<file path="config.mk">
export PLATFORM = sky130hd
export DESIGN_NAME = selector_juego_param
export DESIGN_NICKNAME = d
export VERILOG_FILES = /design/src/rtl/selector_juego_param.sv
export SDC_FILE = /design/constraint.sdc
export NUM_CORES = 1
export LEC_CHECK = 0
export CORE_ASPECT_RATIO = 0.8
export CORE_MARGIN = 4
export CORE_UTILIZATION = 57
export DETAILED_ROUTE_END_ITERATION = 10
export PLACE_DENSITY = 0.74
export SLEW_MARGIN = 10
export SYNTH_ARGS = -nofsm -noshare
export SYNTH_HDL_FRONTEND = slang
export SYNTH_SLANG_ARGS = --single-unit
</file>
<file path="constraint.sdc">
create_clock -name clk -period 9.68 [get_ports clk]
set_input_delay 2.42 -clock clk [delete_from_list [all_inputs] [get_ports clk]]
set_output_delay 2.42 -clock clk [all_outputs]
set_load 0.005 [all_outputs]
</file>
<file path="src/rtl/selector_juego_param.sv">
// selector_juego_param: parametrised game selector for the AY-3-8500 pong core.
// Conditions direct-select and next/prev inputs, keeps the current game index,
// drives active-low one-hot game lines and issues a timed reset pulse to the
// game core on every accepted change.
module selector_juego_param #(
    parameter int NUM_GAMES          = 7,
    parameter int DEFAULT_GAME       = 0,
    parameter int DEBOUNCE_CYCLES    = 50000,
    parameter int RESET_PULSE_CYCLES = 64,
    parameter int WRAP               = 1
) (
    input  logic                         clk,
    input  logic                         reset,
    input  logic [NUM_GAMES-1:0]         i_gamesel,
    input  logic                         i_next,
    input  logic                         i_prev,
    input  logic                         i_lock,
    output logic [NUM_GAMES-1:0]         o_game_n,
    output logic [$clog2(NUM_GAMES)-1:0] o_game_idx,
    output logic                         o_changed,
    output logic                         o_chip_reset
);

    localparam int IW = $clog2(NUM_GAMES);
    localparam int NI = NUM_GAMES + 3;
    localparam int CW = $clog2(DEBOUNCE_CYCLES + 1);
    localparam int HW = $clog2(RESET_PULSE_CYCLES + 1);

    typedef enum logic {IDLE, HOLD} state_t;

    logic [NI-1:0]        raw, s1, s2, deb;
    logic [CW-1:0]        db_cnt [NI];
    logic [NUM_GAMES-1:0] deb_sel;
    logic                 deb_next, deb_prev, deb_lock;
    logic                 next_d, prev_d, rise_next, rise_prev;

    state_t               state, state_nxt;
    logic [HW-1:0]        hold_cnt, cnt_nxt;
    logic [IW-1:0]        idx, idx_nxt, tgt, sel_idx;
    logic [4:0]           pop;
    logic                 req;
    logic                 changed_nxt, chip_reset_nxt;
    logic [NUM_GAMES-1:0] game_n_nxt;

    assign raw = {i_lock, i_prev, i_next, i_gamesel};

    // Two-flop synchroniser for every conditioned input bit
    always_ff @(posedge clk or posedge reset) begin
        if (reset) begin
            s1 <= '0;
            s2 <= '0;
        end else begin
            s1 <= raw;
            s2 <= s1;
        end
    end

    // Per-bit debouncer: count while synced level differs, flip when count reaches limit
    always_ff @(posedge clk or posedge reset) begin
        if (reset) begin
            deb <= '0;
            for (int unsigned i = 0; i < NI; i++) db_cnt[i] <= '0;
        end else begin
            for (int unsigned i = 0; i < NI; i++) begin
                if (s2[i] == deb[i]) begin
                    db_cnt[i] <= '0;
                end else if (db_cnt[i] == CW'(DEBOUNCE_CYCLES - 1)) begin
                    deb[i]    <= s2[i];
                    db_cnt[i] <= '0;
                end else begin
                    db_cnt[i] <= db_cnt[i] + 1'b1;
                end
            end
        end
    end

    assign deb_sel  = deb[NUM_GAMES-1:0];
    assign deb_next = deb[NUM_GAMES];
    assign deb_prev = deb[NUM_GAMES+1];
    assign deb_lock = deb[NUM_GAMES+2];

    // Previous debounced button levels; tracked in every state so edges seen while busy are lost
    always_ff @(posedge clk or posedge reset) begin
        if (reset) begin
            next_d <= 1'b0;
            prev_d <= 1'b0;
        end else begin
            next_d <= deb_next;
            prev_d <= deb_prev;
        end
    end

    assign rise_next = deb_next & ~next_d;
    assign rise_prev = deb_prev & ~prev_d;

    // Request evaluation: direct select, then next, then prev
    always_comb begin
        pop     = '0;
        sel_idx = '0;
        req     = 1'b0;
        tgt     = idx;
        for (int unsigned i = 0; i < NUM_GAMES; i++) begin
            if (deb_sel[i]) begin
                pop     = pop + 1'b1;
                sel_idx = IW'(i);
            end
        end
        if (state == IDLE && !deb_lock) begin
            if (pop == 5'd1 && sel_idx != idx) begin
                req = 1'b1;
                tgt = sel_idx;
            end else if (rise_next && !deb_prev) begin
                if (idx == IW'(NUM_GAMES - 1)) begin
                    if (WRAP != 0) begin
                        req = 1'b1;
                        tgt = '0;
                    end
                end else begin
                    req = 1'b1;
                    tgt = idx + 1'b1;
                end
            end else if (rise_prev && !deb_next) begin
                if (idx == '0) begin
                    if (WRAP != 0) begin
                        req = 1'b1;
                        tgt = IW'(NUM_GAMES - 1);
                    end
                end else begin
                    req = 1'b1;
                    tgt = idx - 1'b1;
                end
            end
        end
    end

    // State register together with the registered outputs
    always_ff @(posedge clk or posedge reset) begin
        if (reset) begin
            state        <= HOLD;
            hold_cnt     <= '0;
            idx          <= IW'(DEFAULT_GAME);
            o_game_n     <= ~(NUM_GAMES'(1) << DEFAULT_GAME);
            o_changed    <= 1'b0;
            o_chip_reset <= 1'b1;
        end else begin
            state        <= state_nxt;
            hold_cnt     <= cnt_nxt;
            idx          <= idx_nxt;
            o_game_n     <= game_n_nxt;
            o_changed    <= changed_nxt;
            o_chip_reset <= chip_reset_nxt;
        end
    end

    // Next-state logic: accept a request in IDLE, time the pulse in HOLD
    always_comb begin
        state_nxt = state;
        cnt_nxt   = hold_cnt;
        idx_nxt   = idx;
        case (state)
            IDLE: begin
                if (req) begin
                    state_nxt = HOLD;
                    cnt_nxt   = '0;
                    idx_nxt   = tgt;
                end
            end
            HOLD: begin
                if (hold_cnt == HW'(RESET_PULSE_CYCLES - 1)) begin
                    state_nxt = IDLE;
                    cnt_nxt   = '0;
                end else begin
                    cnt_nxt = hold_cnt + 1'b1;
                end
            end
            default: begin
                state_nxt = IDLE;
                cnt_nxt   = '0;
            end
        endcase
    end

    // Output logic: next values of the registered outputs
    always_comb begin
        changed_nxt    = (state == IDLE) && req;
        chip_reset_nxt = (state_nxt == HOLD);
        game_n_nxt     = ~(NUM_GAMES'(1) << idx_nxt);
    end

    assign o_game_idx = idx;

endmodule

</file>
==> results of run 1 <==
-- cells in the final DEF, fill, tap and decap left out, types with 4 or more instances in the layout --
cell             count
and2_1               4
dfrtp_1            204
nor3_1              26
nand2b_1            14
xnor2_1             68
xor2_1              90
mux2_2              10
ha_1                22
nor2_1             210
nand3_1             66
inv_1               16
nand2_1             83
clkbuf_1             6
clkdlybuf4s50_1     23
nand4_1             24
o21ai_0             13
a21oi_1              4
dfstp_2              7
or2_2                9
nor4b_1             10
or3_1                5
and3_1              42
clkbuf_8             5
clkbuf_16           23
o22ai_1              5
-- power by group through the flow --
stage	Combinational, mW	Sequential (mW)	Clock (mW)
finish	0.0491	0.906	0.826
global route	0.0583	0.908	0.886
CTS	0.0513	0.906	0.846
detailed placement	0.0512	0.922	0
global placement	0.0496	0.922	0
floorplan	0.0353	0.920	0
-- synth_stat cells (all sizes together) (2+ instances only) --
cell,count,area (sq um)
a21oi,4,20.0
nand4,24,150
mux2,10,113
dfstp,7,184
inv,18,67.6
clkbuf,16,61.3
nor4b,10,87.6
a22oi,2,15.0
o22ai,5,31.3
o31ai,2,15.0
nand2b,14,87.6
nor4,3,18.8
o21a,3,22.5
nand2,83,312
dfrtp,204,5100
and3,42,263
ha,22,275
a211oi,3,22.5
xnor2,69,612
xor2,90,788
nor3,26,130
buf,2,12.5
a21o,2,15.0
or4,2,15.0
or3,5,31.3
and2,4,25.0
or2,10,62.6
nand3,66,330
nor3b,3,22.5
and4,2,17.5
o211ai,3,27.5
nor2,210,788
o21ai,13,65.1
-- worst min path at each step --
stage | end | slack [ns] | depth (start not counted)
after floorplan | s2[0]$_DFF_PP0_ | 0.33 | 0
after global placement | s2[4]$_DFF_PP0_ | 0.33 | 0
after detailed placement | s2[2]$_DFF_PP0_ | 0.33 | 0
after CTS | s2[2]$_DFF_PP0_ | 0.34 | 0
after global routing | s2[2]$_DFF_PP0_ | 0.35 | 0
final | s2[2]$_DFF_PP0_ | 0.34 | 0
-- routing by layer --
layer	vias up	track usage
li1	3390	-
met1	3279	0.278
met2	86	0.270
met3	24	0.0295
met4	0	0.0381
met5	-	0
-- sequential cells by signal (all words and copies together), names as in the netlist --
| register | count |
|---|---|
| s1 | 10 |
| hold_cnt | 7 |
| o_changed | 1 |
| o_game_idx | 3 |
| db_cnt | 160 |
| o_game_n | 7 |
| next_d | 1 |
| deb | 10 |
| s2 | 10 |
| state | 1 |
| prev_d | 1 |
-- stage by stage --
stage,setup slack [ns],hold slack (ns),utilization,area (sq um)
6_report,4.80,0.345,0.659,11100
5_1_grt,4.41,0.346,0.659,11100
4_1_cts,4.83,0.341,0.659,11100
3_5_place_dp,4.85,0.335,0.617,10400
3_3_place_gp,5.02,0.332,0.617,10400
2_1_floorplan,1.51,0.331,-,9940
-- worst max-delay path, stage by stage (launching register included) --
cell and delay (ns):
dfrtp_1 0.40, inv_1 0.06, ha_1 0.38, xnor2_2 0.23
inv_1 0.07, ha_1 0.29, nand2_1 0.11, o21ai_0 0.11
ha_1 0.29, nand2_1 0.06, o21a_1 0.17, nand2_1 0.10
ha_1 0.27, nand2b_1 0.16, o21a_1 0.14, ha_1 0.25
nand2b_1 0.15, or3_1 0.33, and3_1 0.24, nor3_1 0.46
nor3_1 0.19, a2bb2o_1 0.31
-- cell families after synthesis --
kind of cell,after synthesis
AO/OA/AOI/OAI,47
XOR/XNOR,160
adder cells (fa/ha/maj),22
buffers and inverters,37
flip-flops,211
multiplexers,10
AND/OR/NAND/NOR,507
-- area by class of cell --
cell class / count / share of cell area
timing repair buffer: 24 / 0.0214
tap: 220 / 0.0248
clock buffer: 34 / 0.0601
sequential: 211 / 0.477
inverter: 19 / 0.00722
multi-input combinational: 746 / 0.406
clock inverter: 2 / 0.00350
==> results.cfg, run 1 <==
[logic_synthesis]
yosysSeqAreaShare = 0.532
synthAdderAreaFrac = 0.0277
yosys_most_used_dff = dfrtp_1
synth-simple-area-share = 0.238
synth_edf_count = 0
synth-compound-area-share = 0.0325
syn_nets = 1028
synth_seq_cells = 211
yosysWarnings = 0
synthXorXnorAreaFrac = 0.143
synth-async-reset-ratio = 1.00
syn_area_per_cell_sq_um = 10.0
synth_top_family_by_area = simple AND/OR/NAND/NOR gates
syn_inst = 994
synth_area_sq_um = 9940
synth_cell_types = 54
synth.mux.area_fraction = 0.0113

[clock_tree]
cts_hold_buf = 0
numCtsBuffers = 22
post_cts_buffers = 0
ctsResizeCount = 0
clk_path_buf_depth = 3
cts-root-buf = clkbuf_16
cts_tree = built
cts_max_level = 1
path_clk_slew_ns = 0.06
cts_sinks = 211
clock_latency_ns = 0.49

[grt]
groute.usage.overall = 0.180
grt_overflow = 0
grt_start_max_net_pins = 150
grt_pass1_vias = 6510
antenna_found_initial = 0
grt_pass1_wl_mm = 30.3

[pwr]
power_density_nw_per_um2 = 161
power.total_mw = 1.78
p_int_mw = 1.41
pwr-share-comb = 0.028
p_leak_nw = 4.98
p_sw_uw = 372
p_clk_frac = 0.464
seqPwrFrac = 0.509
switching_share = 0.209
max-vdd-ir-drop_uv = 120

[detailed_routing]
top_layer_used = met4
wl_met2_mm = 7.54
antenna_left = 0
drt_iter0_drc = 444
num_vias = 6779
wl_per_cell_microns = 13.7
dr_wl_met3_microns = 584
dr.pass1.iters = 4
wl_met1_mm = 8.77
drc_errors = 0
avgViaCountPerCell = 5.40
finalWirelength_mm = 17.2

[finish]
drive_above_1_share = 0.0598
stdcell_count = 1256
multi_input_area_sq_um = 4500
fill_cells = 1321
nets = 1058
area_growth_pct = 11.6
antenna_cells = 0
regArea_sq_um = 5290

[timing]
setup_tns_ns = 0
setup_violations = 0
final_hold_viol_count = 0
rsz0062_at_grt = false
fin_crit_sh = 0.505
fin_skew_ns = 0.00773
finalCriticalPeriod_ns = 4.88
worst_slew_pin_slew_ns = 1.00
max_slew_margin = 0.330
fmax_ghz = 0.205
slew_viol_final = 0

[critical_path]
critical_path_class = flop to flop
critPathCapture = hold_cnt[1]$_DFFE_PP0P_
worstReg2RegEnd = hold_cnt[1]$_DFFE_PP0P_
worstSetupStartpoint = deb[0]$_DFFE_PP0P_
r2r_start = deb[0]$_DFFE_PP0P_
crit_path_max_fanout = 6
crit_path_start_kind = flop
required_ns = 10.06
arrival_ns = 5.26
rrSetupSlack_ns = 4.80
cp-end-kind = flop
r2r_cells = 21

[placement]
placed_cells = 1220
globalplace.congestion = 0.788
place_hpwl_mm = 11.3
port_buffers = 23

[floorplanning]
core_sq_um = 16800
start_util = 0.591
fp-row-count = 42
die_width_microns = 156
dieArea_sq_um = 19600
die_y_microns = 126
ioPinCount = 24

[worst_hold_path]
worstHoldStart = s1[2]$_DFF_PP0_
hold_path_class = flop to flop

[run]
maxCapViolations = 0

[run_status]
outcome = completed
Power figures use the tool's default switching activity.
==> inputs of run 2 (changes only) <==
--- a/config.mk
+++ b/config.mk
@@ -7,9 +7,9 @@
 export LEC_CHECK = 0
 export CORE_ASPECT_RATIO = 0.8
 export CORE_MARGIN = 4
-export CORE_UTILIZATION = 57
+export CORE_UTILIZATION = 56
 export DETAILED_ROUTE_END_ITERATION = 10
-export PLACE_DENSITY = 0.74
+export PLACE_DENSITY = 0.76
 export SLEW_MARGIN = 10
 export SYNTH_ARGS = -nofsm -noshare
 export SYNTH_HDL_FRONTEND = slang
==> constraint.sdc (replaced) <==
create_clock -name clk -period 4.2 [get_ports clk]
set_input_delay 1.05 -clock clk [delete_from_list [all_inputs] [get_ports clk]]
set_output_delay 1.05 -clock clk [all_outputs]
set_load 0.005 [all_outputs]
==> run 2 against run 1 <==
Compared with the run above: the run now ends with negative setup slack left; highest routed layer unchanged; global-route usage is 0.055 points lower; critical path depth rose by 1; critical path type unchanged; largest power group is now clock; maximum frequency up 12%; non-clock buffer count is 23 higher.
==> results.cfg, run 2 (same netlist as run 1, synthesis figures left out) <==
[run_status]
outcome = complete, but fails checks
violations = negative setup slack

[finish]
fill_cells = 1330
drive_above_1_share = 0.110
final_cell_mix = nor2_1 (210), dfrtp_1 (204), xor2_1 (90)
layout_commonest_cell = nor2_1
nets = 1080
area_growth_pct = 16.0
fin_util = 0.663
final_area_sq_um = 11500
antenna_cells = 0
largest_register_ffs = 160
largest_register = db_cnt
stdcell_count = 1285

[critical_path]
r2r_cells = 22
arrival_ns = 4.78
rrSetupSlack_ns = -0.17
crit_path_max_fanout = 5
worstReg2RegEnd = o_game_n[2]$_DFF_PP1_
r2r_start = deb[0]$_DFFE_PP0P_
required_ns = 4.61
cp-end-kind = flop
critical_path_class = flop to flop
crit_path_start_kind = flop

[grt]
grt_overflow = 0
groute.usage.overall = 0.179
met1_usage = 0.274
use_met2 = 0.275
grt_pass1_vias = 6573
grt_start_max_net_pins = 124
grt_busiest_layer = met2
antenna_found_initial = 0
use_met3 = 0.0281
grt_pass1_wl_mm = 30.6

[detailed_routing]
dr.pass1.iters = 5
wl_per_cell_microns = 13.7
drc_errors = 0
avgViaCountPerCell = 5.34
antenna_left = 0
finalWirelength_mm = 17.6
num_vias = 6860
drt_iter0_drc = 430

[floorplanning]
die_y_microns = 127
fp-row-count = 43
core_sq_um = 17400
start_util = 0.572
die_width_microns = 157
ioPinCount = 24
dieArea_sq_um = 20000

[clock_tree]
cts-root-buf = clkbuf_16
path_clk_slew_ns = 0.06
numCtsBuffers = 21
cts_max_level = 1
cts_hold_buf = 0
clk_path_buf_depth = 3
clock_latency_ns = 0.49
cts_sinks = 211
cts_tree = built

[timing]
setup_tns_ns = -1.08
final_hold_viol_count = 0
setup_violations = 10
fin_hold_ws_ns = 0.350
max_slew_margin = 0.536
fmax_ghz = 0.229
fin_crit_sh = 1.04
setup_ws_ns = -0.170
rsz0062_at_grt = true
finalCriticalPeriod_ns = 4.37
fin_skew_ns = 0.00776
slew_viol_final = 0
worst_slew_pin_slew_ns = 0.689

[pwr]
p_leak_nw = 5.17
power_density_nw_per_um2 = 377
max-vdd-ir-drop_uv = 293

[placement]
placed_cells = 1242
placed_area_sq_um = 10600
globalplace.congestion = 0.808
place_hpwl_mm = 11.5
port_buffers = 23

[run]
maxCapViolations = 0

[worst_hold_path]
min_to = s2[4]$_DFF_PP0_
hold_depth = 0
hold_path_class = flop to flop
worstHoldStart = s1[4]$_DFF_PP0_
## run 2: cell count changes in the layout (fill, tap and decap cells not counted), sizes merged
| cell | delta |
|---|---|
| buf | +23 |
| clkbuf | -8 |
| clkinv | +3 |
| clkinvlp | +1 |
| inv | -1 |
| bufinv | +6 |
## run 2: repair_timing
action / 4_1_cts / 5_1_grt
setup buffers: 4 / 2
pin swaps: 6 / 6
gates resized for setup: 10 / 18
setup endpoints to repair: 14 / 14
endpoints found under the hold margin: 0 / 0
## run 2: metrics by stage
stage	setup slack (ns)	total power [mW]
after floorplan	-0.150	2.20
after global placement	-0.105	2.24
after detailed placement	-0.258	2.25
after CTS	-0.197	4.40
after global routing	-0.331	4.51
final	-0.170	4.35
## run 2: final cells by class
class                   instances  area, sq um  area share
clock inverters                11          234      0.0203
repair buffers                 47          427      0.0370
inverters                      19         77.6     0.00673
multi-input cells             746         4650       0.404
clock buffers                  26          564      0.0490
well taps                     225          282      0.0244
flip-flops and latches        211         5290       0.459
## run 2: critical path, stage by stage, from the launching register on
cell and delay, ns:
dfrtp_1 0.39, inv_2 0.06, ha_4 0.29, xnor2_4 0.12, inv_2 0.06, ha_4 0.28
nand2_4 0.06, buf_6 0.13, buf_4 0.12, buf_4 0.12, o21a_1 0.19, nand2_2 0.09
ha_4 0.20, nand2b_4 0.13, o21a_1 0.12, ha_1 0.26, nand2b_4 0.14, or3_4 0.34
and3_4 0.18, or3_1 0.36, a221o_2 0.46, inv_4 0.11, nand3_2 0.06
## run 2: worst max-delay path by stage
stage,startpoint,endpoint,slack [ns],depth (start not counted)
6_report,deb[0]$_DFFE_PP0P_,o_game_n[2]$_DFF_PP1_,-0.17,22
3_3_place_gp,deb[1]$_DFFE_PP0P_,o_game_n[2]$_DFF_PP1_,-0.10,21
4_1_cts,deb[0]$_DFFE_PP0P_,o_game_n[2]$_DFF_PP1_,-0.20,22
3_5_place_dp,deb[1]$_DFFE_PP0P_,o_game_n[2]$_DFF_PP1_,-0.26,21
5_1_grt,deb[0]$_DFFE_PP0P_,o_game_n[3]$_DFF_PP1_,-0.33,22
2_1_floorplan,deb[1]$_DFFE_PP0P_,o_game_n[2]$_DFF_PP1_,-0.15,23
## run 2: routing by layer
layer / up-vias / wire [microns]
met5: - / 0
met4: 0 / 247
met3: 20 / 514
met2: 75 / 7890
met1: 3326 / 8900
li1: 3439 / -
## run 2: where the power goes
| part | switching [mW] | internal (mW) |
|---|---|---|
| sequential | 0.0235 | 2.07 |
| clock | 0.757 | 1.38 |
| combinational | 0.0780 | 0.0368 |
| total | 0.858 | 3.49 |
==> inputs of run 3 (changes only) <==
--- a/config.mk
+++ b/config.mk
@@ -9,7 +9,7 @@
 export CORE_MARGIN = 4
 export CORE_UTILIZATION = 56
 export DETAILED_ROUTE_END_ITERATION = 10
-export PLACE_DENSITY = 0.76
+export PLACE_DENSITY_LB_ADDON = 0.15
 export SLEW_MARGIN = 10
 export SYNTH_ARGS = -nofsm -noshare
 export SYNTH_HDL_FRONTEND = slang
==> run 3 against run 2 <==
Compared with the run above: the run still ends with negative setup slack left; critical endpoint unchanged; design area down 0.56%; maximum frequency up 1.3%; utilization fell by 0.37 points; register-to-register slack gained 0.06 ns; critical path type unchanged; worst setup slack improved by 0.058 ns; global-route usage is 0.36 points higher.
==> results.cfg, run 3 (same netlist as run 1, synthesis figures left out) <==
[timing]
fin_hold_ws_ns = 0.348
max_slew_margin = 0.498
setup_ws_ns = -0.112
setup_violations = 9
worst_slew_pin_slew_ns = 0.745
fin_skew_ns = 0.0159
slew_viol_final = 0
final_hold_viol_count = 0
finalCriticalPeriod_ns = 4.31
setup_tns_ns = -0.533
fin_crit_sh = 1.03
rsz0062_at_grt = true
fmax_ghz = 0.232

[critical_path]
cpMaxStageDelayCell = a221o_1
crit_top_cell = ha_1
r2r_start = deb[0]$_DFFE_PP0P_
path_cells = inv_2, ha_4, xnor2_4, inv_2, ha_4, nand2_2, o21ai_1, ha_1, nand2_1, o21a_1, nand2_1, ha_1, nand2b_4, o21a_1, ha_1, nand2b_4, or3_1, and3_4, or3_1, a221o_1, clkinv_2, nand3_1
arrival_ns = 4.71
critical_path.max_stage_delay_ns = 0.40
rrSetupSlack_ns = -0.11
crit_path_max_fanout = 5
r2r_cells = 22
critical_path_class = flop to flop
worstReg2RegEnd = o_game_n[2]$_DFF_PP1_
required_ns = 4.60
crit_path_start_kind = flop
cp-end-kind = flop
crit_buf_inv = 3
critical_path.top_delay_family = simple AND/OR/NAND/NOR gates

[worst_hold_path]
worstHoldStart = s1[0]$_DFF_PP0_
hold_depth = 0
min_to = s2[0]$_DFF_PP0_
hold_path_class = flop to flop

[finish]
drive_above_1_share = 0.0945
area_growth_pct = 15.3
fin_util = 0.660
layout_commonest_cell = nor2_1
final_cell_mix = nor2_1 (210), dfrtp_1 (204), xor2_1 (90)
largest_register = db_cnt
stdcell_count = 1283
nets = 1076
antenna_cells = 0
fill_cells = 1402
largest_register_ffs = 160
final_area_sq_um = 11500

[detailed_routing]
dr.pass1.iters = 5
antenna_left = 0
avgViaCountPerCell = 5.24
drt_iter0_drc = 411
num_vias = 6729
wl_per_cell_microns = 13.5
drc_errors = 0
finalWirelength_mm = 17.4

[pwr]
power.total_mw = 4.33
p_leak_nw = 5.13
max-vdd-ir-drop_uv = 268
power_density_nw_per_um2 = 378

[run_status]
outcome = complete, but fails checks
violations = negative setup slack

[floorplanning]
dieArea_sq_um = 20000
start_util = 0.572
die_width_microns = 157
ioPinCount = 24
fp-row-count = 43
core_sq_um = 17400
die_y_microns = 127

[grt]
grt_start_max_net_pins = 86
antenna_found_initial = 0
grt_pass1_wl_mm = 31.1
groute.usage.overall = 0.183
grt_pass1_vias = 6524
grt_overflow = 0

[clock_tree]
cts-root-buf = clkbuf_16
cts_hold_buf = 0
clk_path_buf_depth = 3
numCtsBuffers = 22
cts_tree = built
cts_max_level = 1
path_clk_slew_ns = 0.06
cts_sinks = 211
clock_latency_ns = 0.50

[placement]
placed_area_sq_um = 10600
globalplace.congestion = 0.790
place_hpwl_mm = 11.4
dp_slack_ns = -0.202
placed_cells = 1241
port_buffers = 23

[run]
maxCapViolations = 0
## run 3: worst max-delay path by stage
| stage | from | end | slack, ns | depth (start not counted) |
|---|---|---|---|---|
| after floorplan | deb[1]$_DFFE_PP0P_ | o_game_n[2]$_DFF_PP1_ | -0.15 | 23 |
| after global placement | deb[0]$_DFFE_PP0P_ | o_game_n[6]$_DFF_PP1_ | -0.11 | 21 |
| after detailed placement | deb[0]$_DFFE_PP0P_ | o_game_n[2]$_DFF_PP1_ | -0.20 | 21 |
| after CTS | deb[0]$_DFFE_PP0P_ | o_game_n[2]$_DFF_PP1_ | -0.13 | 22 |
| after global routing | deb[0]$_DFFE_PP0P_ | o_game_n[2]$_DFF_PP1_ | -0.29 | 22 |
| final | deb[0]$_DFFE_PP0P_ | o_game_n[2]$_DFF_PP1_ | -0.11 | 22 |
## run 3: worst reg2reg max path: stages (launching register included)
cell      delay (ns)
dfrtp_1         0.39
inv_2           0.06
ha_4            0.26
xnor2_4         0.17
inv_2           0.06
ha_4            0.27
nand2_2         0.05
o21ai_1         0.09
ha_1            0.24
nand2_1         0.07
o21a_1          0.13
nand2_1         0.07
ha_1            0.27
nand2b_4        0.14
o21a_1          0.11
ha_1            0.26
nand2b_4        0.14
or3_1           0.33
and3_4          0.18
or3_1           0.36
a221o_1         0.40
clkinv_2        0.10
nand3_1         0.07
## run 3: routing by layer
metal / vias to the layer above / share of wire / GRT usage
met1: 3200 / 0.52 / 0.282
li1: 3431 / - / -
met2: 67 / 0.44 / 0.278
met5: - / 0 / 0
met4: 0 / 0.017 / 0.0362
met3: 31 / 0.026 / 0.0288
## run 3: final cells by class
type	count	area, sq um	area share
clock inverters	9	174	0.0152
multi-input cells	746	4610	0.403
flip-flops and latches	211	5290	0.461
well taps	225	282	0.0246
repair buffers	42	402	0.0350
clock buffers	31	626	0.0546
inverters	19	76.3	0.00666
## run 3: what timing repair did
| action | in CTS | in global routing |
|---|---|---|
| pin swaps | 2 | 7 |
| buffers inserted | 2 | 0 |
| gates resized for setup | 13 | 3 |
| endpoints found under the setup margin | 14 | 14 |
## run 3: report_power, final
| part | switching (mW) | leakage (nW) | total [mW] | internal [mW] |
|---|---|---|---|---|
| clock network | 0.781 | 0.391 | 2.13 | 1.35 |
| logic | 0.0780 | 1.89 | 0.116 | 0.0378 |
| registers | 0.0229 | 2.85 | 2.09 | 2.07 |
